**src/rtl/vga_sync_if.sv**
```systemverilog
// Sync-stream bundle between a VGA timing source and vga_sync_rx.
// The master drives the sync inputs; the slave returns coordinates and lock status.
interface vga_sync_if;
  logic       hsync;
  logic       vsync;
  logic       video_on;
  logic [9:0] pix_x;
  logic [9:0] pix_y;
  logic       pix_valid;
  logic       frame_start;
  logic       locked;
  logic       sync_err;
  logic [9:0] meas_h_total;
  logic [9:0] meas_v_total;

  modport master (
    output hsync, vsync, video_on,
    input  pix_x, pix_y, pix_valid, frame_start, locked, sync_err,
           meas_h_total, meas_v_total
  );

  modport slave (
    input  hsync, vsync, video_on,
    output pix_x, pix_y, pix_valid, frame_start, locked, sync_err,
           meas_h_total, meas_v_total
  );
endinterface

```
**src/rtl/vga_sync_rx.sv**
```systemverilog
// Receive-side VGA timing decoder: rebuilds pixel coordinates, measures line and
// frame geometry, and runs a lock FSM that verifies whole frames against nominal timing.
module vga_sync_rx #(
  parameter int H_TOTAL  = 800,
  parameter int V_TOTAL  = 525,
  parameter int H_ACTIVE = 640,
  parameter int V_ACTIVE = 480
) (
  input  logic       clk,
  input  logic       rst_n,
  vga_sync_if.slave  bus
);

  localparam logic [9:0] HT = 10'(H_TOTAL);
  localparam logic [9:0] VT = 10'(V_TOTAL);
  localparam logic [9:0] HA = 10'(H_ACTIVE);
  localparam logic [9:0] VA = 10'(V_ACTIVE);

  typedef enum logic [1:0] {SEARCH, CHECK, LOCKED} state_t;

  function automatic logic [9:0] sat_inc(input logic [9:0] v);
    return (v == 10'h3FF) ? v : v + 10'd1;
  endfunction

  logic       hs_d, vs_d, von_d;
  logic       hs_fall, vs_fall, von_rise, von_fall;
  logic [9:0] pix_x, pix_y;
  logic       pix_valid, frame_start, new_frame;
  logic [9:0] hp_cnt, line_cnt, act_cnt, vact_cnt;
  logic [9:0] meas_h_total, meas_v_total;
  logic [9:0] lines_now, vact_now;
  logic       h_seen;
  logic       mismatch;
  state_t     state;
  logic       bad, locked, sync_err;

  always_comb begin
    hs_fall   = hs_d & ~bus.hsync;
    vs_fall   = vs_d & ~bus.vsync;
    von_rise  = bus.video_on & ~von_d;
    von_fall  = ~bus.video_on & von_d;
    // An edge coinciding with vs_fall belongs to the frame that is ending.
    lines_now = hs_fall  ? sat_inc(line_cnt) : line_cnt;
    vact_now  = von_rise ? sat_inc(vact_cnt) : vact_cnt;
    mismatch  = (hs_fall & h_seen & (hp_cnt != HT))
              | (von_fall & (act_cnt != HA))
              | (vs_fall & ((lines_now != VT) | (vact_now != VA)));
  end

  // NOTE: reset is sampled on the clock edge and all state uses non-blocking
  // assignments, so every block sees the pre-edge values of its neighbours.
  always_ff @(posedge clk) begin
    if (!rst_n) begin
      hs_d        <= 1'b1;
      vs_d        <= 1'b1;
      von_d       <= 1'b0;
      pix_x       <= '0;
      pix_y       <= '0;
      pix_valid   <= 1'b0;
      frame_start <= 1'b0;
      new_frame   <= 1'b0;
    end else begin
      hs_d        <= bus.hsync;
      vs_d        <= bus.vsync;
      von_d       <= bus.video_on;
      pix_valid   <= bus.video_on;
      frame_start <= von_rise & new_frame;
      if (von_rise) begin
        pix_x <= '0;
        if (new_frame) begin
          pix_y     <= '0;
          new_frame <= 1'b0;
        end else begin
          pix_y <= pix_y + 10'd1;
        end
      end else if (bus.video_on) begin
        pix_x <= pix_x + 10'd1;
      end
      if (vs_fall) new_frame <= 1'b1;
    end
  end

  always_ff @(posedge clk) begin
    if (!rst_n) begin
      hp_cnt       <= '0;
      line_cnt     <= '0;
      act_cnt      <= '0;
      vact_cnt     <= '0;
      h_seen       <= 1'b0;
      meas_h_total <= '0;
      meas_v_total <= '0;
    end else begin
      if (hs_fall) begin
        hp_cnt       <= 10'd1;
        meas_h_total <= hp_cnt;
        h_seen       <= 1'b1;
      end else begin
        hp_cnt <= sat_inc(hp_cnt);
      end

      if (vs_fall) begin
        meas_v_total <= lines_now;
        line_cnt     <= '0;
        vact_cnt     <= '0;
      end else begin
        line_cnt <= lines_now;
        vact_cnt <= vact_now;
      end

      if (von_rise)          act_cnt <= 10'd1;
      else if (bus.video_on) act_cnt <= sat_inc(act_cnt);
    end
  end

  // A frame is judged at the vs_fall that closes it, including checks made on that edge.
  always_ff @(posedge clk) begin
    if (!rst_n) begin
      state    <= SEARCH;
      bad      <= 1'b0;
      locked   <= 1'b0;
      sync_err <= 1'b0;
    end else begin
      sync_err <= 1'b0;
      case (state)
        SEARCH: begin
          locked <= 1'b0;
          if (vs_fall) begin
            state <= CHECK;
            bad   <= 1'b0;
          end
        end
        CHECK: begin
          if (vs_fall) begin
            if (bad || mismatch) begin
              bad <= 1'b0;
            end else begin
              state  <= LOCKED;
              locked <= 1'b1;
            end
          end else if (mismatch) begin
            bad <= 1'b1;
          end
        end
        LOCKED: begin
          if (mismatch) begin
            sync_err <= 1'b1;
            locked   <= 1'b0;
            state    <= SEARCH;
          end
        end
        default: begin
          state  <= SEARCH;
          locked <= 1'b0;
        end
      endcase
    end
  end

  assign bus.pix_x        = pix_x;
  assign bus.pix_y        = pix_y;
  assign bus.pix_valid    = pix_valid;
  assign bus.frame_start  = frame_start;
  assign bus.locked       = locked;
  assign bus.sync_err     = sync_err;
  assign bus.meas_h_total = meas_h_total;
  assign bus.meas_v_total = meas_v_total;

endmodule

```
**src/flat_wrapper.sv**
```systemverilog
// flat-port wrapper written by rule: the top's interface ports become plain ports
module vga_sync_rx_flat 
#(
  parameter int H_TOTAL  = 800,
  parameter int V_TOTAL  = 525,
  parameter int H_ACTIVE = 640,
  parameter int V_ACTIVE = 480
)
  (clk, rst_n, bus_hsync, bus_vsync, bus_video_on, bus_pix_x, bus_pix_y, bus_pix_valid, bus_frame_start, bus_locked, bus_sync_err, bus_meas_h_total, bus_meas_v_total);
  vga_sync_if bus_i ();
  input  logic clk;
  input  logic rst_n;
  input wire logic [$bits(bus_i.hsync)-1:0] bus_hsync;
  input wire logic [$bits(bus_i.vsync)-1:0] bus_vsync;
  input wire logic [$bits(bus_i.video_on)-1:0] bus_video_on;
  output wire logic [$bits(bus_i.pix_x)-1:0] bus_pix_x;
  output wire logic [$bits(bus_i.pix_y)-1:0] bus_pix_y;
  output wire logic [$bits(bus_i.pix_valid)-1:0] bus_pix_valid;
  output wire logic [$bits(bus_i.frame_start)-1:0] bus_frame_start;
  output wire logic [$bits(bus_i.locked)-1:0] bus_locked;
  output wire logic [$bits(bus_i.sync_err)-1:0] bus_sync_err;
  output wire logic [$bits(bus_i.meas_h_total)-1:0] bus_meas_h_total;
  output wire logic [$bits(bus_i.meas_v_total)-1:0] bus_meas_v_total;
  assign bus_i.hsync = bus_hsync;
  assign bus_i.vsync = bus_vsync;
  assign bus_i.video_on = bus_video_on;
  assign bus_pix_x = bus_i.pix_x;
  assign bus_pix_y = bus_i.pix_y;
  assign bus_pix_valid = bus_i.pix_valid;
  assign bus_frame_start = bus_i.frame_start;
  assign bus_locked = bus_i.locked;
  assign bus_sync_err = bus_i.sync_err;
  assign bus_meas_h_total = bus_i.meas_h_total;
  assign bus_meas_v_total = bus_i.meas_v_total;
  vga_sync_rx #(.H_TOTAL(H_TOTAL), .V_TOTAL(V_TOTAL), .H_ACTIVE(H_ACTIVE), .V_ACTIVE(V_ACTIVE)) u_core (.clk(clk), .rst_n(rst_n), .bus(bus_i));
endmodule
```
**config.mk**
```make
export PLATFORM = sky130hd
export DESIGN_NAME = vga_sync_rx_flat
export DESIGN_NICKNAME = d
export VERILOG_FILES = /design/src/rtl/vga_sync_if.sv /design/src/rtl/vga_sync_rx.sv /design/src/flat_wrapper.sv
export SDC_FILE = /design/constraint.sdc
export NUM_CORES = 1
export LEC_CHECK = 0
export ABC_AREA = 1
export CORE_AREA = 2 2 136 112
export CTS_BUF_LIST = sky130_fd_sc_hd__clkbuf_4 sky130_fd_sc_hd__clkbuf_8
export CTS_CLUSTER_DIAMETER = 120
export CTS_CLUSTER_SIZE = 28
export DETAILED_ROUTE_END_ITERATION = 8
export DIE_AREA = 0 0 138 114
export SLEW_MARGIN = 20
export SYNTH_ARGS = -nofsm -noshare
export SYNTH_HDL_FRONTEND = slang
export SYNTH_SLANG_ARGS = --single-unit
```
**constraint.sdc**
```tcl
create_clock -name clk -period 2.9 [get_ports clk]
set_input_delay 0.58 -clock clk [delete_from_list [all_inputs] [get_ports clk]]
set_output_delay 0.58 -clock clk [all_outputs]
set_load 0.02 [all_outputs]
```
==> results of run 1 <==
-- flip-flops by register name, summed over array words and instances (netlist names), 2 cells and up --
| signal | count |
|---|---|
| u_core.state | 2 |
| u_core.bus.pix_y | 10 |
| u_core.bus.pix_x | 10 |
| u_core.vact_cnt | 10 |
| u_core.hp_cnt | 10 |
| u_core.line_cnt | 10 |
| u_core.bus.meas_h_total | 10 |
| u_core.act_cnt | 10 |
| u_core.bus.meas_v_total | 10 |
-- cell families after synthesis --
kind of cell,count (synthesis),synth area share [%]
simple gates,288,31.78
fa+ha+maj,8,2.365
buf+inv,101,9.400
xor+xnor,8,1.655
compound gates,94,11.77
flops,91,43.04
-- power groups by stage --
stage / Clock [mW] / Combinational [mW] / Sequential, mW
3_3_place_gp: 0 / 0.235 / 1.34
4_1_cts: 0.949 / 0.236 / 1.31
2_1_floorplan: 0 / 0.131 / 1.36
6_report: 0.921 / 0.234 / 1.31
5_1_grt: 0.993 / 0.264 / 1.31
3_5_place_dp: 0 / 0.235 / 1.34
-- worst register-to-register path, delay by kind of cell (launching register included) --
kind / cells / cell delay [ps]
AOI/OAI and AO/OA: 3 / 390
and+or+nand+nor: 11 / 1060
DFF: 1 / 400
adders and majority gates: 1 / 230
-- layer usage --
metal / up-vias / track usage (%) / share of wire, %
met5: - / 0 / 0
met4: 0 / 3.673 / 0.97
met3: 10 / 3.191 / 3.7
met2: 56 / 19.57 / 44
met1: 1691 / 17.05 / 52
li1: 2025 / - / -
-- final timing paths --
check                                    end  slack, ps  depth (start not counted)
setup / recovery             u_core.state[1]        590                         16
setup reg to reg             u_core.state[1]        740                         15
hold reg to reg   u_core.bus.meas_v_total[4]        470                          2
hold / removal    u_core.bus.meas_v_total[4]        470                          2
-- cell type report --
type | instances | area (µm²)
repair buffers | 57 | 548.0
fillers | 1556 | 9344
multi-input cells | 398 | 2013
well taps | 189 | 236.5
clock buffers | 13 | 166.4
clock inverters | 3 | 46.29
inverters | 90 | 337.8
flip-flops and latches | 91 | 1822
-- placed cells by master, fill, tap and decap left out, types with 2 or more instances in the layout --
cell	netlist	layout
clkbuf_8	0	11
nor2_4	4	4
dfxtp_1	91	91
o21ai_0	39	39
nor2_1	60	60
nand2_1	125	125
nor3b_1	3	3
ha_1	8	8
nor3_1	16	16
clkdlybuf4s50_1	0	48
inv_1	87	87
nand3_1	36	36
nand2_2	6	6
nor4_1	4	4
o21ai_1	2	2
nand2_4	3	3
buf_4	3	9
or2_2	3	3
a31oi_1	3	3
a21oi_1	43	43
xor2_1	5	5
and3_1	2	2
clkbuf_4	0	2
clkinv_1	2	2
nand3_2	3	3
xnor2_1	3	3
nand4_1	15	15
nand3b_1	5	5
==> flow_summary.yaml, run 1 <==
synthesis:
  synth_area_um2: 4233
  avgSynthCellArea_um2: 7.174
  synth-edff-count: 0
  yosysUniqueCellTypes: 38
  synth_ff_type: "dfxtp_1"
  syn_nets: 603
  synth_warnings: 0
  yosysTopAreaCell: "dfxtp_1"
  ys_seq_elements: 91
  synth_common_cells: "125 x nand2_1, 91 x dfxtp_1, 87 x inv_1"
  yosys.area.top_type_share_pct: 43.04
  synthTopCellsByArea: "dfxtp_1 43%, nand2_1 11%, inv_1 7.7%"
  postSynthCellCount: 590
  synthArstFlopShare_pct: 0
  yosysMostFrequentCell: "nand2_1"
  yosysSeqAreaShare_pct: 43.04
clock_tree:
  cts_setup_buffers: 0
  h-tree-depth: 3
  tritoncts: "done"
  cts.sinks: 91
  cts_made_buffers: 9
  cts-root-buf: "clkbuf_8"
  cts_resized: 0
  cts_buffer_depth: 2
  path_clk_slew_ps: 90
  holdBufCountCts: 0
  insertion_delay_ps: 360
drt:
  totalWireLength_um: 9550
  drt_iter0_drc: 162
  wire_per_inst_um: 11.36
  ant_nets: 0
  post_drt_via_cell_ratio: 4.497
  vias: 3782
  drt_first_pass_iters: 4
  remaining_drc_errors: 0
placed_design:
  post-place-ws_ps: 236.0
  hpwl_um: 7042
  io_buffers: 48
  gp_congestion: 0.8322
  dp_cells: 825
  dpl-instance-area_um2: 4957
critical_path:
  worstPathMaxFanout: 11
  end_kind: "flip-flop"
  cp.required_ps: 3200
  crit_chain: "clkdlybuf4s50_1 > inv_1 > nor2_4 > buf_4 > nand4_1 > nand2_1 > nor2_1 > nand2_1 > nor2_1 > nand2_1 > nand2_2 > nand3_1 > nand2_1 > inv_1 > nand3_2 > a21oi_1"
  critical_path_class: "in2reg"
  crit_buf_inv: 4
  crit_family: "simple AND/OR/NAND/NOR gates"
  timing.rr.start: "u_core.vact_cnt[0]"
  critPathLaunch: "bus_video_on"
  arrival_ps: 2610
  critPathMaxStageDelay_ps: 470
  start_kind: "primary input"
  cpMostUsedCell: "nand2_1"
  crit_path_top_delay_cell: "clkdlybuf4s50_1"
cells_and_area:
  final_cell_area_um2: 5170
  final_core_util_pct: 35.62
  n_antenna_cell: 0
  fin_nets: 660
  final_cells: 841
  drive_gt1_share_pct: 7.669
  syn_to_final_growth_pct: 22.14
floorplan:
  die_w_um: 138
  die_h_um: 114
  core.rowCount: 40
  coreArea_um2: 14510
  dieArea_um2: 15730
  io_pins: 49
  start_util_pct: 29.16
hold_path:
  hold_path.class: "reg2reg"
  hp-start: "u_core.bus.meas_v_total[4]"
global_routing:
  overflow: 0
  grt_use_total_pct: 12.48
  grt_pass1_vias: 3504
  antenna_found_initial: 0
  grt_pass1_wl_um: 16280
  grt_max_degree: 23
power:
  p_sw_mw: 0.6209
  intPower_mw: 1.841
  p_clk_share_pct: 37.4
  powerDensity_nw_per_um2: 476.3
  sw_frac_of_total_pct: 25.22
  power.leakage_nw: 2.073
  p_total_mw: 2.462
  combPwrFrac_pct: 9.5
  ir_drop_uv: 307.2
  p_seq_share_pct: 53.1
run_status:
  status: "finished, final reports clean"
timing:
  setup_violations: 0
  max_freq_mhz: 432.2
  finalClockSkew_ps: 8.006
  fin_crit_sh_pct: 79.79
  period_needed_ps: 2314
  maxSlewHeadroom_pct: 68.29
  rsz0062_at_grt: "no"
  fin_ws_ps: 586.2
  tightest_slew_ps: 475.2
  finalSetupTns_ps: 0
  finalHoldViolCount: 0
  slew_viol_final: 0
  holdWs_ps: 469.2
run:
  cap_violations: 0
No activity file was read; power rests on OpenSTA's default activity.
==> inputs of run 2 (changes only) <==
Clock period 2.9 ns to 2.3 ns, I/O delays scaled along.
==> run 2 against run 1 <==
Critical path depth grew 1. Clock-buffer cell count is 4 lower. First-iteration DRC count increased by 48%. Combinational power is 43% higher. Register-to-register slack lost 500 ps. Die area is the same. Global-route usage grew 0.43 points. Power rose by 35%. Worst setup slack got worse by 370 ps. Design area up 8.0%. Clock skew grew 7.5 ps. Largest power group unchanged.
==> flow_summary.yaml, run 2 (synthesis results as in run 1) <==
run_status:
  status: "finished, final reports clean"
timing:
  finalClockSkew_ps: 15.47
  setup_violations: 0
  rsz0062_at_grt: "no"
  tightest_slew_ps: 430.1
  slew_viol_final: 0
  max_freq_mhz: 480.5
  fin_crit_sh_pct: 90.49
  maxSlewHeadroom_pct: 71.26
  finalHoldViolCount: 0
  holdWs_ps: 464.1
  period_needed_ps: 2081
cells_and_area:
  drive_gt1_share_pct: 14.62
  final_cells: 880
  n_antenna_cell: 0
  final_cell_area_um2: 5584
  final_common_cell: "nand2_1"
  fin_nets: 699
  final_cell_mix: "125 x nand2_1, 87 x dfxtp_1, 86 x inv_1, 57 x nor2_1, 48 x clkdlybuf4s50_1"
  syn_to_final_growth_pct: 31.92
critical_path:
  end_kind: "flip-flop"
  worstRegToRegCells: 17
  critPathLaunch: "bus_video_on"
  r2r_slack_ps: 240
  worstReg2RegEnd: "u_core.bus.locked"
  timing.rr.start: "u_core.vact_cnt[0]"
  cp.required_ps: 2620
  critical_path_class: "in2reg"
  arrival_ps: 2400
  start_kind: "primary input"
  worstPathMaxFanout: 4
global_routing:
  grt_pass1_vias: 3673
  overflow: 0
  grt_pass1_wl_um: 16750
  antenna_found_initial: 0
  grt_max_degree: 23
  grt_use_total_pct: 12.91
drt:
  remaining_drc_errors: 0
  ant_nets: 0
  drt_iter0_drc: 239
  vias: 3902
  totalWireLength_um: 9611
  wire_per_inst_um: 10.92
  post_drt_via_cell_ratio: 4.434
  drt_first_pass_iters: 4
clock_tree:
  cts_made_buffers: 9
  cts_buffer_depth: 2
  h-tree-depth: 3
  path_clk_slew_ps: 100
  cts.sinks: 91
  tritoncts: "done"
  insertion_delay_ps: 380
  cts-root-buf: "clkbuf_8"
floorplan:
  die_w_um: 138
  start_util_pct: 29.16
  die_h_um: 114
  dieArea_um2: 15730
  coreArea_um2: 14510
  io_pins: 49
  core.rowCount: 40
run:
  cap_violations: 0
power:
  powerDensity_nw_per_um2: 595.0
  power.leakage_nw: 2.288
  ir_drop_uv: 263.2
  p_total_mw: 3.322
hold_path:
  hold_depth: 2
  hp-start: "u_core.bus.meas_v_total[3]"
  hold_path.class: "reg2reg"
  whs_endpoint: "u_core.bus.meas_v_total[3]"
placed_design:
  io_buffers: 48
  gp_congestion: 0.9281
  dpl-instance-area_um2: 5245
  hpwl_um: 7291
  dp_cells: 860
[run 2: worst max-delay path by stage]
stage,endpoint,depth (start not counted),slack (ps)
after floorplan,u_core.bus.locked,19,430
after global placement,u_core.bus.locked,18,-180
after detailed placement,u_core.bus.locked,18,-200
after CTS,u_core.bus.locked,17,90
after global routing,u_core.bus.locked,17,5
final,u_core.bus.locked,17,220
[run 2: timing repair]
action | in CTS | in global routing
gates resized for setup | 0 | 19
hold buffers | 0 | 0
setup buffers | 0 | 3
endpoints found under the setup margin | 0 | 4
[run 2: layout make-up]
| cell class | count | area (µm²) |
|---|---|---|
| timing repair buffer | 95 | 858.3 |
| multi-input combinational | 399 | 2074 |
| clock buffer | 9 | 123.9 |
| tap | 189 | 236.5 |
| fill | 1523 | 8930 |
| inverter | 90 | 337.8 |
| sequential | 91 | 1832 |
| clock inverter | 7 | 121.4 |
[run 2: power breakdown]
| group | internal, mW | total [mW] | switching (mW) |
|---|---|---|---|
| clock | 0.731 | 1.34 | 0.606 |
| combinational | 0.148 | 0.335 | 0.188 |
| sequential | 1.62 | 1.65 | 0.0309 |
[run 2: critical path, stage by stage]
cell and delay, ps:
clkdlybuf4s50_1 500, inv_1 90, nor2_4 120, nand2_1 110, o21ai_1 160, o21ai_2 90
nor2_2 130, nand2_1 70, nor2_2 90, nand2_1 70, nand2_2 70, nand3_1 90
nand2_1 70, inv_1 50, nand2_1 60, nand2_1 60, a21oi_2 100
[run 2: metal layers]
layer | up-vias | global-route usage, % | wire, µm
met3 | 14 | 4.450 | 390
met5 | - | 0 | 0
met1 | 1738 | 16.92 | 4991
li1 | 2104 | - | -
met4 | 0 | 4.014 | 138
met2 | 46 | 20.13 | 4091
[run 2: through the flow]
stage | setup slack [ps] | utilization (%) | TNS [ps]
after global placement | -179.7 | 36.14 | -611.8
after global routing | 4.778 | 38.47 | 0
after floorplan | 431.5 | - | 0
after detailed placement | -203.3 | 36.14 | -695.6
final | 218.7 | 38.47 | 0
after CTS | 91.44 | 37.83 | 0
==> inputs of run 3 (changes only) <==
Settings changed: CAP_MARGIN from default to 20.
==> results of run 3 <==
No change in the layout: final DEF, timing and power equal those of run 2.
